**src/rtl/lifo_stack.sv**
```systemverilog
// lifo_stack
// Parameterised LIFO stack with a registered pop output. It holds return
// addresses and operand spills for the FRANK6000 datapath.
//
// Ports
//   clk   : clock, rising edge active
//   rst   : asynchronous active-low reset (clears pointer, Q and err)
//   D     : data word to push
//   push  : push request, consumed at the sampling edge
//   pop   : pop request, consumed at the sampling edge
//   Q     : registered popped word, holds until the next pop or swap
//   count : number of stored entries, 0..depth
//   empty : count == 0
//   full  : count == depth
//   err   : sticky overflow/underflow flag, cleared only by reset
module lifo_stack #(
  parameter int width      = 8,
  parameter int depth      = 16,
  parameter int addr_width = 4
) (
  input  logic                  clk,
  input  logic                  rst,
  input  logic [width-1:0]      D,
  input  logic                  push,
  input  logic                  pop,
  output logic [width-1:0]      Q,
  output logic [addr_width:0]   count,
  output logic                  empty,
  output logic                  full,
  output logic                  err
);

  localparam logic [addr_width:0]   spOne     = (addr_width+1)'(1);
  localparam logic [addr_width:0]   spFull    = (addr_width+1)'(depth);
  localparam logic [addr_width-1:0] idxOne    = addr_width'(1);

  logic [width-1:0]      mem [depth];

  logic [addr_width:0]   spQ, spD;
  logic [width-1:0]      qQ, qD;
  logic                  errQ, errD;

  logic                  memWe;
  logic [addr_width-1:0] memAddr;
  logic [addr_width-1:0] topIdx;
  logic                  isEmpty, isFull;

  // Index of the current top entry. When sp == depth the low bits are zero
  // and the subtraction wraps to depth-1, which is exactly the top slot.
  // The value is only consumed when the stack is not empty.
  assign topIdx  = spQ[addr_width-1:0] - idxOne;

  assign isEmpty = (spQ == '0);
  assign isFull  = (spQ == spFull);

  assign Q     = qQ;
  assign count = spQ;
  assign empty = isEmpty;
  assign full  = isFull;
  assign err   = errQ;

  always_comb begin
    spD     = spQ;
    qD      = qQ;
    errD    = errQ;
    memWe   = 1'b0;
    memAddr = spQ[addr_width-1:0];

    unique case ({push, pop})
      2'b10: begin
        if (isFull) begin
          errD = 1'b1;
        end else begin
          memWe   = 1'b1;
          memAddr = spQ[addr_width-1:0];
          spD     = spQ + spOne;
        end
      end
      2'b01: begin
        if (isEmpty) begin
          errD = 1'b1;
        end else begin
          qD  = mem[topIdx];
          spD = spQ - spOne;
        end
      end
      2'b11: begin
        // Swap replaces the top in place; on an empty stack the word
        // simply passes straight through to Q without touching memory.
        if (isEmpty) begin
          qD = D;
        end else begin
          qD      = mem[topIdx];
          memWe   = 1'b1;
          memAddr = topIdx;
        end
      end
      default: begin
      end
    endcase
  end

  always_ff @(posedge clk or negedge rst) begin
    if (!rst) begin
      spQ  <= '0;
      qQ   <= '0;
      errQ <= 1'b0;
    end else begin
      spQ  <= spD;
      qQ   <= qD;
      errQ <= errD;
    end
  end

  // Storage is deliberately left out of reset; the pointer alone defines
  // which entries are valid.
  always_ff @(posedge clk) begin
    if (memWe) begin
      mem[memAddr] <= D;
    end
  end

endmodule

```
**config.mk**
```make
export PLATFORM = sky130hd
export DESIGN_NAME = lifo_stack
export DESIGN_NICKNAME = d
export VERILOG_FILES = /design/src/rtl/lifo_stack.sv
export SDC_FILE = /design/constraint.sdc
export NUM_CORES = 1
export LEC_CHECK = 0
export CORE_ASPECT_RATIO = 0.7
export CORE_UTILIZATION = 60
export CTS_CLUSTER_DIAMETER = 100
export CTS_CLUSTER_SIZE = 14
export DETAILED_ROUTE_END_ITERATION = 10
export PLACE_DENSITY_LB_ADDON = 0.12
export SYNTH_ARGS = -nofsm -noshare
export SYNTH_HDL_FRONTEND = slang
export SYNTH_SLANG_ARGS = --single-unit
```
**constraint.sdc**
```tcl
create_clock -name clk -period 4.1 [get_ports clk]
set_input_delay 0.41 -clock clk [delete_from_list [all_inputs] [get_ports clk]]
set_output_delay 0.41 -clock clk [all_outputs]
set_load 0.005 [all_outputs]
```
Word level (Yosys, flattened, before mapping):

Memories as Yosys holds them, arrays and structs flattened.
Cells that the tools add are included.

* flip-flop bits (word level): 14
* RAM bits: 128
* input bits: 12
* output and inout port bits: 16
* logic and storage cells: 37
* memories kept: 1

* add/subtract/negate cells: 3
* equality and inequality tests: 8
* multiplexer cells: 16
* reduce and logical (&&, ||, !) cells: 6

Memory list
* mem: depth 16, bits a word 8, rd ports 1, clocked after memory_dff 0, wr ports 1, line 37 `logic [width-1:0] mem [depth];`

Operators by type and width (count)
* 8-bit 2-to-1 mux: 2
* 8-bit case mux with 2 select lines: 1
* 5-bit 2-to-1 mux: 2
* 5-bit case mux with 2 select lines: 1
* 4-bit 2-to-1 mux: 2
* 2-bit inequality test, second input constant: 4
* 1-bit 2-to-1 mux: 6
* 3-bit AND reduction: 2
* 5-bit by 1-bit adder with 5-bit output, second input constant: 1
* 5-bit equality test, second input constant: 1
* 5-bit zero test: 1
* 5-bit by 1-bit subtractor with 5-bit output, second input constant: 1
* 2-bit equality test, second input constant: 2
* 1-bit case mux with 2 select lines: 2
* 2-bit nonzero test: 2
* 4-bit by 1-bit subtractor with 4-bit output, second input constant: 1
* 2-bit by 1-bit equality test with 1-bit output, second input constant: 1
* 2-bit AND reduction: 1

Longest topological paths before layout:

Gate-level depths: netlist of run 1.

* depth after elaboration: 5
* gate-level depth with buffers: 11
* gate-level depth less buffers: 8

Worst setup path after synthesis of run 1:

Ideal clock, no wire load.

* kind: flip-flop to flip-flop
* start point: reg spQ[0], in the netlist count[0]
* end point: mem mem[0][0], enable pin
* setup time: 0.370 ns
* arrival time: 2.597 ns
* data required time: 3.730 ns
* setup slack: 1.133 ns
* stages on the path, launching flop included: 12
* buffers on the path: 3
* period minus slack after synthesis: 2.967 ns
* cells stage by stage: dfrtp_1 inv_1 clkbuf_1 ha_1 or4b_4 buf_6 clkinv_2 buf_6 nor2_2 nor3_1 a31oi_1 nor2_1

* longest elaborated chain between the ends: 5
* elaborated cells on any way between the ends: 10
* classes of those cells: add/sub: 1; eq/ne: 1; mux: 7; reduce/logical: 1

RTL lines
* from (decl): line 39 `logic [addr_width:0] spQ, spD;`
* from (signal assigned): line 109 `spQ <= spD;`
* 5-bit zero test (*): line 53 `assign isEmpty = (spQ == '0);`
* via empty: line 28 `output logic empty,`
* 1-bit 2-to-1 mux: line 90 `if (isEmpty) begin`
* 1-bit case mux with 2 select lines: line 69 `unique case ({push, pop})`
* 1-bit 2-to-1 mux: line 118 `if (memWe) begin`
* 1-bit 2-to-1 mux (not written as such): line 119 `mem[memAddr] <= D;`
* to (decl): line 37

The timed path passes the listed nets; every way through them passes the cells marked *.

Worst setup path after layout of run 1:

* start point: reg spQ[1], in the netlist count[1]
* end point: mem mem[2][6], enable pin

* longest elaborated chain between the ends: 5
* elaborated cells on any way between the ends: 10
* classes of those cells: add/sub: 1; eq/ne: 1; mux: 7; reduce/logical: 1

RTL lines (line)
* 5-bit equality test / 5-bit zero test (equally long branches): 54, 53
* 1-bit 2-to-1 mux, on equally long branches: 71, 90
* 1-bit case mux with 2 select lines: 69
* 1-bit 2-to-1 mux: 118
* 1-bit 2-to-1 mux (not written as such): 119

Parallel ways exist; a longest one is shown, timed or not.

==> impl_metrics.py, run 1 <==
metrics = {
    "run_status": {
        "outcome": "finished, final reports clean",
    },
    "timing": {
        "period_needed_ps": 3070,
        "slew_headroom": 0.344,
        "fin_setup_tns_ps": 0,
        "setup_viol": 0,
        "skew_ps": 7.87,
        "min_period_over_period": 0.749,
        "hold_violations": 0,
        "hold_ws_ps": 400,
        "tightestPinTransition_ps": 979,
        "maxClockFrequency_ghz": 0.326,
        "drv_slew": 0,
        "rsz0062_at_grt": "false",
        "layout_setup_ws_ps": 1030,
    },
    "floorplanning": {
        "core-area_um2": 9760,
        "row_count": 30,
        "die_area_um2": 10500,
        "die_w_um": 122,
        "boundaryPins": 28,
        "fp.dieH_um": 86.2,
        "start_util": 0.623,
    },
    "synthesis": {
        "synth_xor_xnor_area_share": 0.0128,
        "syn_area_um2": 6080,
        "yosys.area_share.adder": 0.0197,
        "synth_compound_area_frac": 0.0500,
        "synth.area.mux_share": 0.0755,
        "syn_inst": 430,
        "async_reset_ff_frac": 0.0986,
        "synth-seq-area-share": 0.690,
        "ys_types": 44,
        "synth_ff_type": "edfxtp_1",
        "synth_top_family_by_area": "simple AND/OR/NAND/NOR gates",
        "yosys.area_share.simple": 0.127,
        "synth_nets": 451,
        "ys_warn_count": 0,
        "syn_area_per_cell_um2": 14.1,
        "synth-edff-count": 128,
        "synth_seq_cells": 142,
    },
    "clocking": {
        "post_cts_buffers": 0,
        "postCtsHoldBufs": 0,
        "h-tree-depth": 4,
        "clkLatencyLatePin_ps": 420,
        "path_clk_slew_ps": 60,
        "numCtsBuffers": 17,
        "tritoncts": "done",
        "post_cts_resized": 0,
        "cts_sinks": 142,
        "cts_max_path_buffers": 2,
        "cts_root_buf": "clkbuf_16",
    },
    "setup_path": {
        "path_class": "reg2reg",
        "cpPeakStageDelay_ps": 640,
        "start_kind": "flop",
        "crit_family": "simple AND/OR/NAND/NOR gates",
        "slowest_stage": "nor2_1",
        "crit_arrival_ps": 3120,
        "cp-end-kind": "flop",
        "worst-endpoint-required_ps": 4150,
        "crit_buf_inv": 1,
        "critPathMaxFanout": 8,
        "cp_cell_sequence": "inv_1 > ha_1 > or4b_4 > nand2_2 > a2bb2oi_1 > nand2_1 > nor2_1",
    },
    "power_and_ir_drop": {
        "power_switching_uw": 2000,
        "clkPwrFrac": 0.267,
        "leakagePower_uw": 0.00243,
        "power.density_nw_per_um2": 794,
        "p_int_uw": 3590,
        "irDropWorstVdd_uv": 509,
        "comb_power_share": 0.395,
        "p_total_uw": 5600,
        "swShare": 0.358,
        "pwr-share-seq": 0.338,
    },
    "global_routing": {
        "grt.total_usage": 0.287,
        "grt_pass1_wl_um": 20700,
        "grt_pass1_vias": 3555,
        "grt_max_degree": 25,
        "antenna_found_initial": 0,
        "overflow": 0,
    },
    "place": {
        "port_buffers": 27,
        "place_ws_ps": 767,
        "hpwl_um": 8810,
        "gp_routability_congestion": 0.824,
    },
    "drt": {
        "drt_iter0_drc": 412,
        "drc_errors": 0,
        "wl_per_cell_um": 22.5,
        "drtPass1Iterations": 5,
        "num_vias": 3778,
        "postRouteAntennaNets": 0,
        "routed_via_density": 6.25,
        "drt-total-wl_um": 13600,
    },
    "layout": {
        "syn_to_final_growth_pct": 15.9,
        "nets": 484,
        "fill_cells": 620,
        "antenna_cells_inserted": 0,
        "drive_gt1_frac": 0.137,
        "multi_input_area_um2": 1750,
        "seqCellArea_um2": 4190,
    },
    "worst_hold_path": {
        "hold_path.class": "in2async",
    },
    "job": {
        "cap_violations": 0,
    },
}
-- cell usage after synthesis, types with 3 or more instances --
| cell | n | area, um2 |
|---|---|---|
| clkbuf_1 | 9 | 33.8 |
| a41oi_1 | 5 | 43.8 |
| ha_1 | 8 | 100 |
| nand2_1 | 81 | 304 |
| a21oi_1 | 14 | 70.1 |
| mux4_2 | 15 | 338 |
| mux2_2 | 4 | 45.0 |
| a32oi_1 | 3 | 26.3 |
| edfxtp_1 | 128 | 3840 |
| and3_1 | 8 | 50.1 |
| o2111ai_1 | 3 | 26.3 |
| buf_2 | 4 | 20.0 |
| a31oi_1 | 3 | 18.8 |
| mux2i_1 | 5 | 50.1 |
| nand4_1 | 3 | 18.8 |
| buf_1 | 4 | 15.0 |
| inv_1 | 7 | 26.3 |
| buf_6 | 5 | 56.3 |
| nand3_1 | 29 | 145 |
| nor3_1 | 10 | 50.1 |
| o22ai_1 | 6 | 37.5 |
| xnor2_1 | 7 | 61.3 |
| dfrtp_1 | 14 | 350 |
| nor2_1 | 31 | 116 |
-- flip-flops by register name, indices dropped and copies added, names as in the netlist --
| signal | cells |
|---|---|
| Q | 8 |
| count | 5 |
| mem | 128 |
| err | 1 |
-- through the flow --
stage                     utilization  cells  cell area, um2
after floorplan                     -    430            6080
after global placement          0.663    572            6470
after detailed placement        0.663    572            6470
after CTS                       0.722    604            7050
after global routing            0.722    604            7050
final                           0.722    604            7050
-- cells by family (layout without fill, tap and decap cells) --
kind of cell / Yosys count / count (layout)
AO/OA/AOI/OAI: 43 / 43
buffers and inverters: 30 / 76
XOR/XNOR: 8 / 8
adder cells (fa/ha/maj): 9 / 9
multiplexers: 25 / 25
AND/OR/NAND/NOR: 173 / 173
flip-flops: 142 / 142
-- worst reg2reg max path, cell delays in order (launching register included) --
cell       delay, ps
dfrtp_1          490
inv_1            220
ha_1             220
or4b_4           530
nand2_2          190
a2bb2oi_1        220
nand2_1          180
nor2_1           640
-- cell type report --
class                      count  area share
inverter                       8     0.00444
sequential                   142       0.595
timing repair buffer          36      0.0479
multi-input combinational    258       0.248
clock buffer                  18      0.0609
clock inverter                14      0.0206
tap                          128      0.0227
-- layer usage --
metal / part of all wire / GRT usage
met1: 0.45 / 0.425
met2: 0.42 / 0.378
met3: 0.11 / 0.107
met4: 0.019 / 0.132
met5: 0 / 0
-- power groups by stage --
stage                     logic [uW]  clock network, uW  registers (uW)
after floorplan                 1540                  0            1870
after global placement          2140                  0            1910
after detailed placement        2170                  0            1920
after CTS                       2180               1500            1890
after global routing            2380               1560            1910
final                           2210               1490            1890
-- final timing paths --
| kind | start | slack, ps | endpoint | cells past startpoint |
|---|---|---|---|---|
| setup / recovery | count[1] | 1030 | mem[2][6] | 7 |
| hold / removal | rst | 400 | count[0] | 1 |
| setup reg to reg | count[1] | 1030 | mem[2][6] | 7 |
| hold reg to reg | err | 490 | err | 1 |
| max in group asynchronous | rst | 3260 | Q[2] | 1 |
| min in group clk | err | 490 | err | 1 |
-- placed cells by master (no fill, tap or decap), types with 5 or more instances in the layout --
master           instances
and3_1                   8
xnor2_1                  6
clkdlybuf4s50_1         27
inv_1                    7
nor2_1                  31
a41oi_1                  5
dfrtp_1                 14
a21oi_1                 14
nand3_1                 29
mux2i_1                  5
clkbuf_16               17
edfxtp_1               128
o22ai_1                  6
nand2_1                 81
ha_1                     8
nor3_1                  10
buf_4                    9
clkinvlp_4               8
mux4_2                  15
Note: power is estimated with default switching activity, not from simulation.
==> run 2, diff against run 1 <==
CORE_UTILIZATION = 54   (was 60)
clock period = 2.7 ns   (was 4.1 ns; I/O delays follow)
==> run 2 against run 1 <==
  * Sequential cell count is the same
  * Die area increased by 11%
  * Total power is 61% higher
  * Sequential power rose by 49%
  * First-iteration DRC count down 13%
  * Critical path depth decreased by 2
  * Clock skew is 7.1 ps higher
  * Final cell count is 9.4% higher
  * Core utilization fell by 4.5 points
  * Count of clock-buffer cells in the layout increased by 5
  * Combinational power is 70% higher
==> impl_metrics.py, run 2 (synthesized netlist as in run 1, its figures left out) <==
metrics = {
    "timing": {
        "fin_setup_tns_ps": 0,
        "period_needed_ps": 2560,
        "setup_viol": 0,
        "drv_slew": 0,
        "skew_ps": 14.9,
        "slew_headroom": 0.428,
        "layout_setup_ws_ps": 136,
        "min_period_over_period": 0.949,
        "tightestPinTransition_ps": 856,
        "hold_violations": 0,
        "rsz0062_at_grt": "false",
        "maxClockFrequency_ghz": 0.390,
    },
    "floorplanning": {
        "core-area_um2": 11000,
        "row_count": 32,
        "start_util": 0.554,
        "boundaryPins": 28,
        "die_w_um": 129,
        "die_area_um2": 11700,
        "fp.dieH_um": 90.8,
    },
    "layout": {
        "final_common_cell": "edfxtp_1",
        "fin_util": 0.677,
        "regMostFlops": "mem",
        "antenna_cells_inserted": 0,
        "mostFrequentLayoutCells": "edfxtp_1, nand2_1, buf_4",
        "nets": 516,
        "syn_to_final_growth_pct": 22.2,
        "drive_gt1_frac": 0.215,
        "largest_reg_flops": 128,
        "instances_no_fill": 661,
    },
    "worst_hold_path": {
        "hold_path.class": "in2async",
    },
    "drt": {
        "routed_via_density": 5.85,
        "wl_met1_um": 6630,
        "postRouteAntennaNets": 0,
        "wl_per_cell_um": 22.1,
        "highest_layer": "met4",
        "num_vias": 3865,
        "drc_errors": 0,
        "drt_iter0_drc": 359,
        "dr_wl_met2_um": 6380,
        "drt-total-wl_um": 14600,
        "wl_met3_um": 1380,
        "drtPass1Iterations": 5,
    },
    "place": {
        "place_ws_ps": -47.8,
        "dp_cells": 629,
        "hpwl_um": 10100,
        "port_buffers": 27,
        "gp_routability_congestion": 0.857,
    },
    "setup_path": {
        "crit_cells": 5,
        "critPathMaxFanout": 12,
        "cp_cell_sequence": "inv_2 > ha_2 > or4b_4 > clkinv_2 > clkdlybuf4s50_1",
        "slowest_stage": "clkdlybuf4s50_1",
        "worst-endpoint-required_ps": 2430,
        "crit_buf_inv": 3,
        "crit_end": "empty",
        "cpPeakStageDelay_ps": 530,
        "path_class": "reg2out",
        "r2r_start": "count[0]",
        "crit_arrival_ps": 2290,
        "crit_family": "buffers and inverters",
        "rrSetupSlack_ps": 180,
        "reg2regPathDepth": 7,
        "rr_endpoint": "mem[1][5]",
        "start_kind": "flop",
        "cp-startpoint": "count[0]",
        "cp-end-kind": "output pin",
    },
    "run_status": {
        "outcome": "finished, final reports clean",
    },
    "global_routing": {
        "overflow": 0,
        "grt_pass1_vias": 3846,
        "antenna_found_initial": 0,
        "grt.total_usage": 0.276,
        "grt_max_degree": 30,
        "grt_pass1_wl_um": 22600,
    },
    "clocking": {
        "path_clk_slew_ps": 60,
        "clkLatencyLatePin_ps": 420,
        "tritoncts": "done",
        "h-tree-depth": 4,
        "cts_root_buf": "clkbuf_16",
        "cts_max_path_buffers": 2,
        "cts_sinks": 142,
        "numCtsBuffers": 17,
    },
    "power_and_ir_drop": {
        "leakagePower_uw": 0.00263,
        "p_total_uw": 9010,
        "irDropWorstVdd_uv": 635,
        "power.density_nw_per_um2": 1210,
    },
    "job": {
        "cap_violations": 0,
    },
}
-- run 2: changes by cell type in the layout (fill, tap and decap cells not counted), sizes merged --
cell      previous run  this run
buf                  9        41
bufinv               2         4
clkbuf              18        23
clkinv               4         5
clkinvlp             8         0
-- run 2: worst min path at each step --
stage               end  slack [ps]  cells past startpoint
2_1_floorplan      Q[0]         -30                      0
5_1_grt        count[2]         360                      1
3_3_place_gp        err         460                      1
4_1_cts        count[2]         330                      1
6_report       count[2]         310                      1
3_5_place_dp        err         460                      1
-- run 2: layout make-up --
| class | instances | area, um2 |
|---|---|---|
| well taps | 153 | 191 |
| repair buffers | 68 | 591 |
| fillers | 813 | 3540 |
| flip-flops and latches | 142 | 4190 |
| multi-input cells | 258 | 1810 |
| clock buffers | 23 | 458 |
| inverters | 8 | 31.3 |
| clock inverters | 9 | 160 |
-- run 2: repair_timing --
| action | in CTS | in global routing |
|---|---|---|
| hold buffers | 0 | 0 |
| resized for setup | 0 | 8 |
| setup buffers | 1 | 0 |
| endpoints found under the setup margin | 1 | 53 |
-- run 2: power by group --
| part | internal (uW) | leakage (uW) | total [uW] | switching [uW] |
|---|---|---|---|---|
| logic | 1590 | 0.00102 | 3750 | 2160 |
| registers | 2680 | 0.00131 | 2820 | 144 |
| clock network | 1580 | 0.000300 | 2440 | 862 |
| total | 5850 | 0.00263 | 9010 | 3160 |
-- run 2: worst reg2reg max path, delay by kind of cell (launching register included) --
| kind | cells | cell delay (ps) |
|---|---|---|
| AOI/OAI and AO/OA | 1 | 210 |
| adders and majority gates | 1 | 190 |
| buffers and inverters | 1 | 100 |
| DFF | 1 | 380 |
| and+or+nand+nor | 4 | 1290 |
-- run 2: metrics by stage --
step	hold WS [ps]	area (um2)
3_3_place_gp	465	6780
3_5_place_dp	462	6780
5_1_grt	358	7430
2_1_floorplan	-25.6	6110
6_report	310	7430
4_1_cts	330	7410
-- run 2: metal layers --
| layer | vias up | track usage |
|---|---|---|
| met5 | - | 0 |
| met4 | 0 | 0.0657 |
| met2 | 188 | 0.388 |
| met1 | 1914 | 0.417 |
| met3 | 19 | 0.0877 |
| li1 | 1744 | - |
==> run 3, diff against run 2 <==
CORE_MARGIN = 1.5   (was not set)
==> run 3 against run 2 <==
  * Non-clock buffer count decreased by 3
  * Maximum frequency decreased by 2.9%
  * Die area increased by 1.9%
  * Sequential cell count unchanged
  * Via count increased by 2.1%
  * Count of clock-buffer cells in the layout decreased by 5
  * Design area decreased by 0.19%
  * Clock power about the same
  * Setup slack got worse by 78 ps
  * Critical path depth increased by 2
  * Highest routed layer unchanged
==> impl_metrics.py, run 3 (synthesized netlist as in run 1, its figures left out) <==
metrics = {
    "drt": {
        "drt_iter0_drc": 609,
        "drtPass1Iterations": 5,
        "drt-total-wl_um": 15000,
        "wl_per_cell_um": 22.8,
        "postRouteAntennaNets": 0,
        "routed_via_density": 6.01,
        "num_vias": 3948,
        "drc_errors": 0,
    },
    "worst_hold_path": {
        "hold_path.class": "in2async",
    },
    "power_and_ir_drop": {
        "irDropWorstVdd_uv": 650,
        "leakagePower_uw": 0.00261,
        "power.density_nw_per_um2": 1220,
    },
    "job": {
        "cap_violations": 0,
    },
    "timing": {
        "period_needed_ps": 2640,
        "tightestPinTransition_ps": 802,
        "maxClockFrequency_ghz": 0.379,
        "rsz0062_at_grt": "true",
        "hold_violations": 0,
        "setup_viol": 0,
        "hold_ws_ps": 288,
        "min_period_over_period": 0.978,
        "slew_headroom": 0.465,
        "drv_slew": 0,
        "skew_ps": 12.7,
    },
    "floorplanning": {
        "boundaryPins": 28,
        "fp.dieH_um": 91.8,
        "row_count": 32,
        "core-area_um2": 11000,
        "die_w_um": 130,
        "start_util": 0.552,
        "die_area_um2": 11900,
    },
    "clocking": {
        "tritoncts": "done",
        "cts_sinks": 142,
        "cts_root_buf": "clkbuf_16",
        "h-tree-depth": 4,
        "cts_max_path_buffers": 2,
        "postCtsHoldBufs": 0,
        "numCtsBuffers": 17,
        "path_clk_slew_ps": 60,
        "clkLatencyLatePin_ps": 430,
    },
    "layout": {
        "final_common_cell": "edfxtp_1",
        "drive_gt1_frac": 0.214,
        "multi_input_area_um2": 1810,
        "syn_to_final_growth_pct": 22.0,
        "seqCellArea_um2": 4190,
        "mostFrequentLayoutCells": "edfxtp_1, nand2_1, buf_4",
        "largest_reg_flops": 128,
        "regMostFlops": "mem",
        "fill_cells": 759,
        "nets": 513,
        "fin_area_um2": 7420,
        "antenna_cells_inserted": 0,
    },
    "global_routing": {
        "overflow": 0,
        "grt_max_degree": 27,
        "grt_pass1_wl_um": 22400,
        "grt_pass1_vias": 3721,
        "grt.total_usage": 0.272,
        "antenna_found_initial": 0,
    },
    "setup_path": {
        "reg2regPathDepth": 7,
        "critPathMaxFanout": 8,
        "cp-end-kind": "flop",
        "crit_arrival_ps": 2710,
        "path_class": "reg2reg",
        "start_kind": "flop",
        "worst-endpoint-required_ps": 2770,
    },
    "place": {
        "port_buffers": 27,
        "hpwl_um": 10100,
        "place_area_um2": 6750,
        "gp_routability_congestion": 0.895,
    },
    "run_status": {
        "outcome": "finished, final reports clean",
    },
}
==> run 3: cell types whose count changed in the layout (fill, tap and decap cells not counted), sizes merged <==
cell / delta
buf: -3
clkbuf: -5
clkdlybuf4s50: -1
clkinv: -2
clkinvlp: +5
dlygate4sd2: +1
inv: +1
==> run 3: path summary, 6_finish.rpt <==
kind	start	endpoint	slack, ps
min in group clk	err	err	490
worst min-delay path	rst	Q[5]	290
worst max-delay path	count[0]	mem[5][7]	60
max in group asynchronous	rst	Q[3]	1950
worst min register to register	err	err	490
worst max register to register	count[0]	mem[5][7]	60
==> run 3: timing repair <==
action,4_1_cts,5_1_grt
endpoints found under the setup margin,2,45
resized for setup,4,4
setup buffers,0,1
==> run 3: metrics by stage <==
step	total power, uW	setup TNS, ps	std cells	utilization	setup WS [ps]
after floorplan	5220	-1.39	430	-	-0.173
after global placement	6440	0	625	0.613	66.3
after detailed placement	6470	0	625	0.613	27.1
after CTS	8950	0	656	0.669	7.59
after global routing	9490	-3130	657	0.674	-89.3
final	9070	0	657	0.674	58.5
==> run 3: power breakdown <==
group,internal (uW),switching (uW)
combinational,1660,2120
clock,1540,915
sequential,2680,155
total,5880,3190
==> run 3: layout make-up <==
class,count,area share
Clock buffer,18,0.0579
Clock inverter,13,0.0253
Inverter,8,0.00422
Multi-Input combinational cell,258,0.243
Sequential cell,142,0.565
Tap cell,153,0.0258
Timing Repair Buffer,65,0.0781
==> run 3: worst max-delay path, stage by stage, from the launching register on <==
cell and delay (ps):
dfrtp_1 380, inv_2 100, ha_1 390, nand2_1 140, a311o_1 350, a21oi_1 220
nand2_1 260, nor2_2 440
==> run 3: routing by layer <==
| metal | global-route usage | vias up | routed length (um) |
|---|---|---|---|
| li1 | - | 1747 | - |
| met1 | 0.438 | 1955 | 6840 |
| met2 | 0.348 | 224 | 6180 |
| met3 | 0.0869 | 22 | 1700 |
| met4 | 0.0806 | 0 | 248 |
| met5 | 0 | - | 0 |
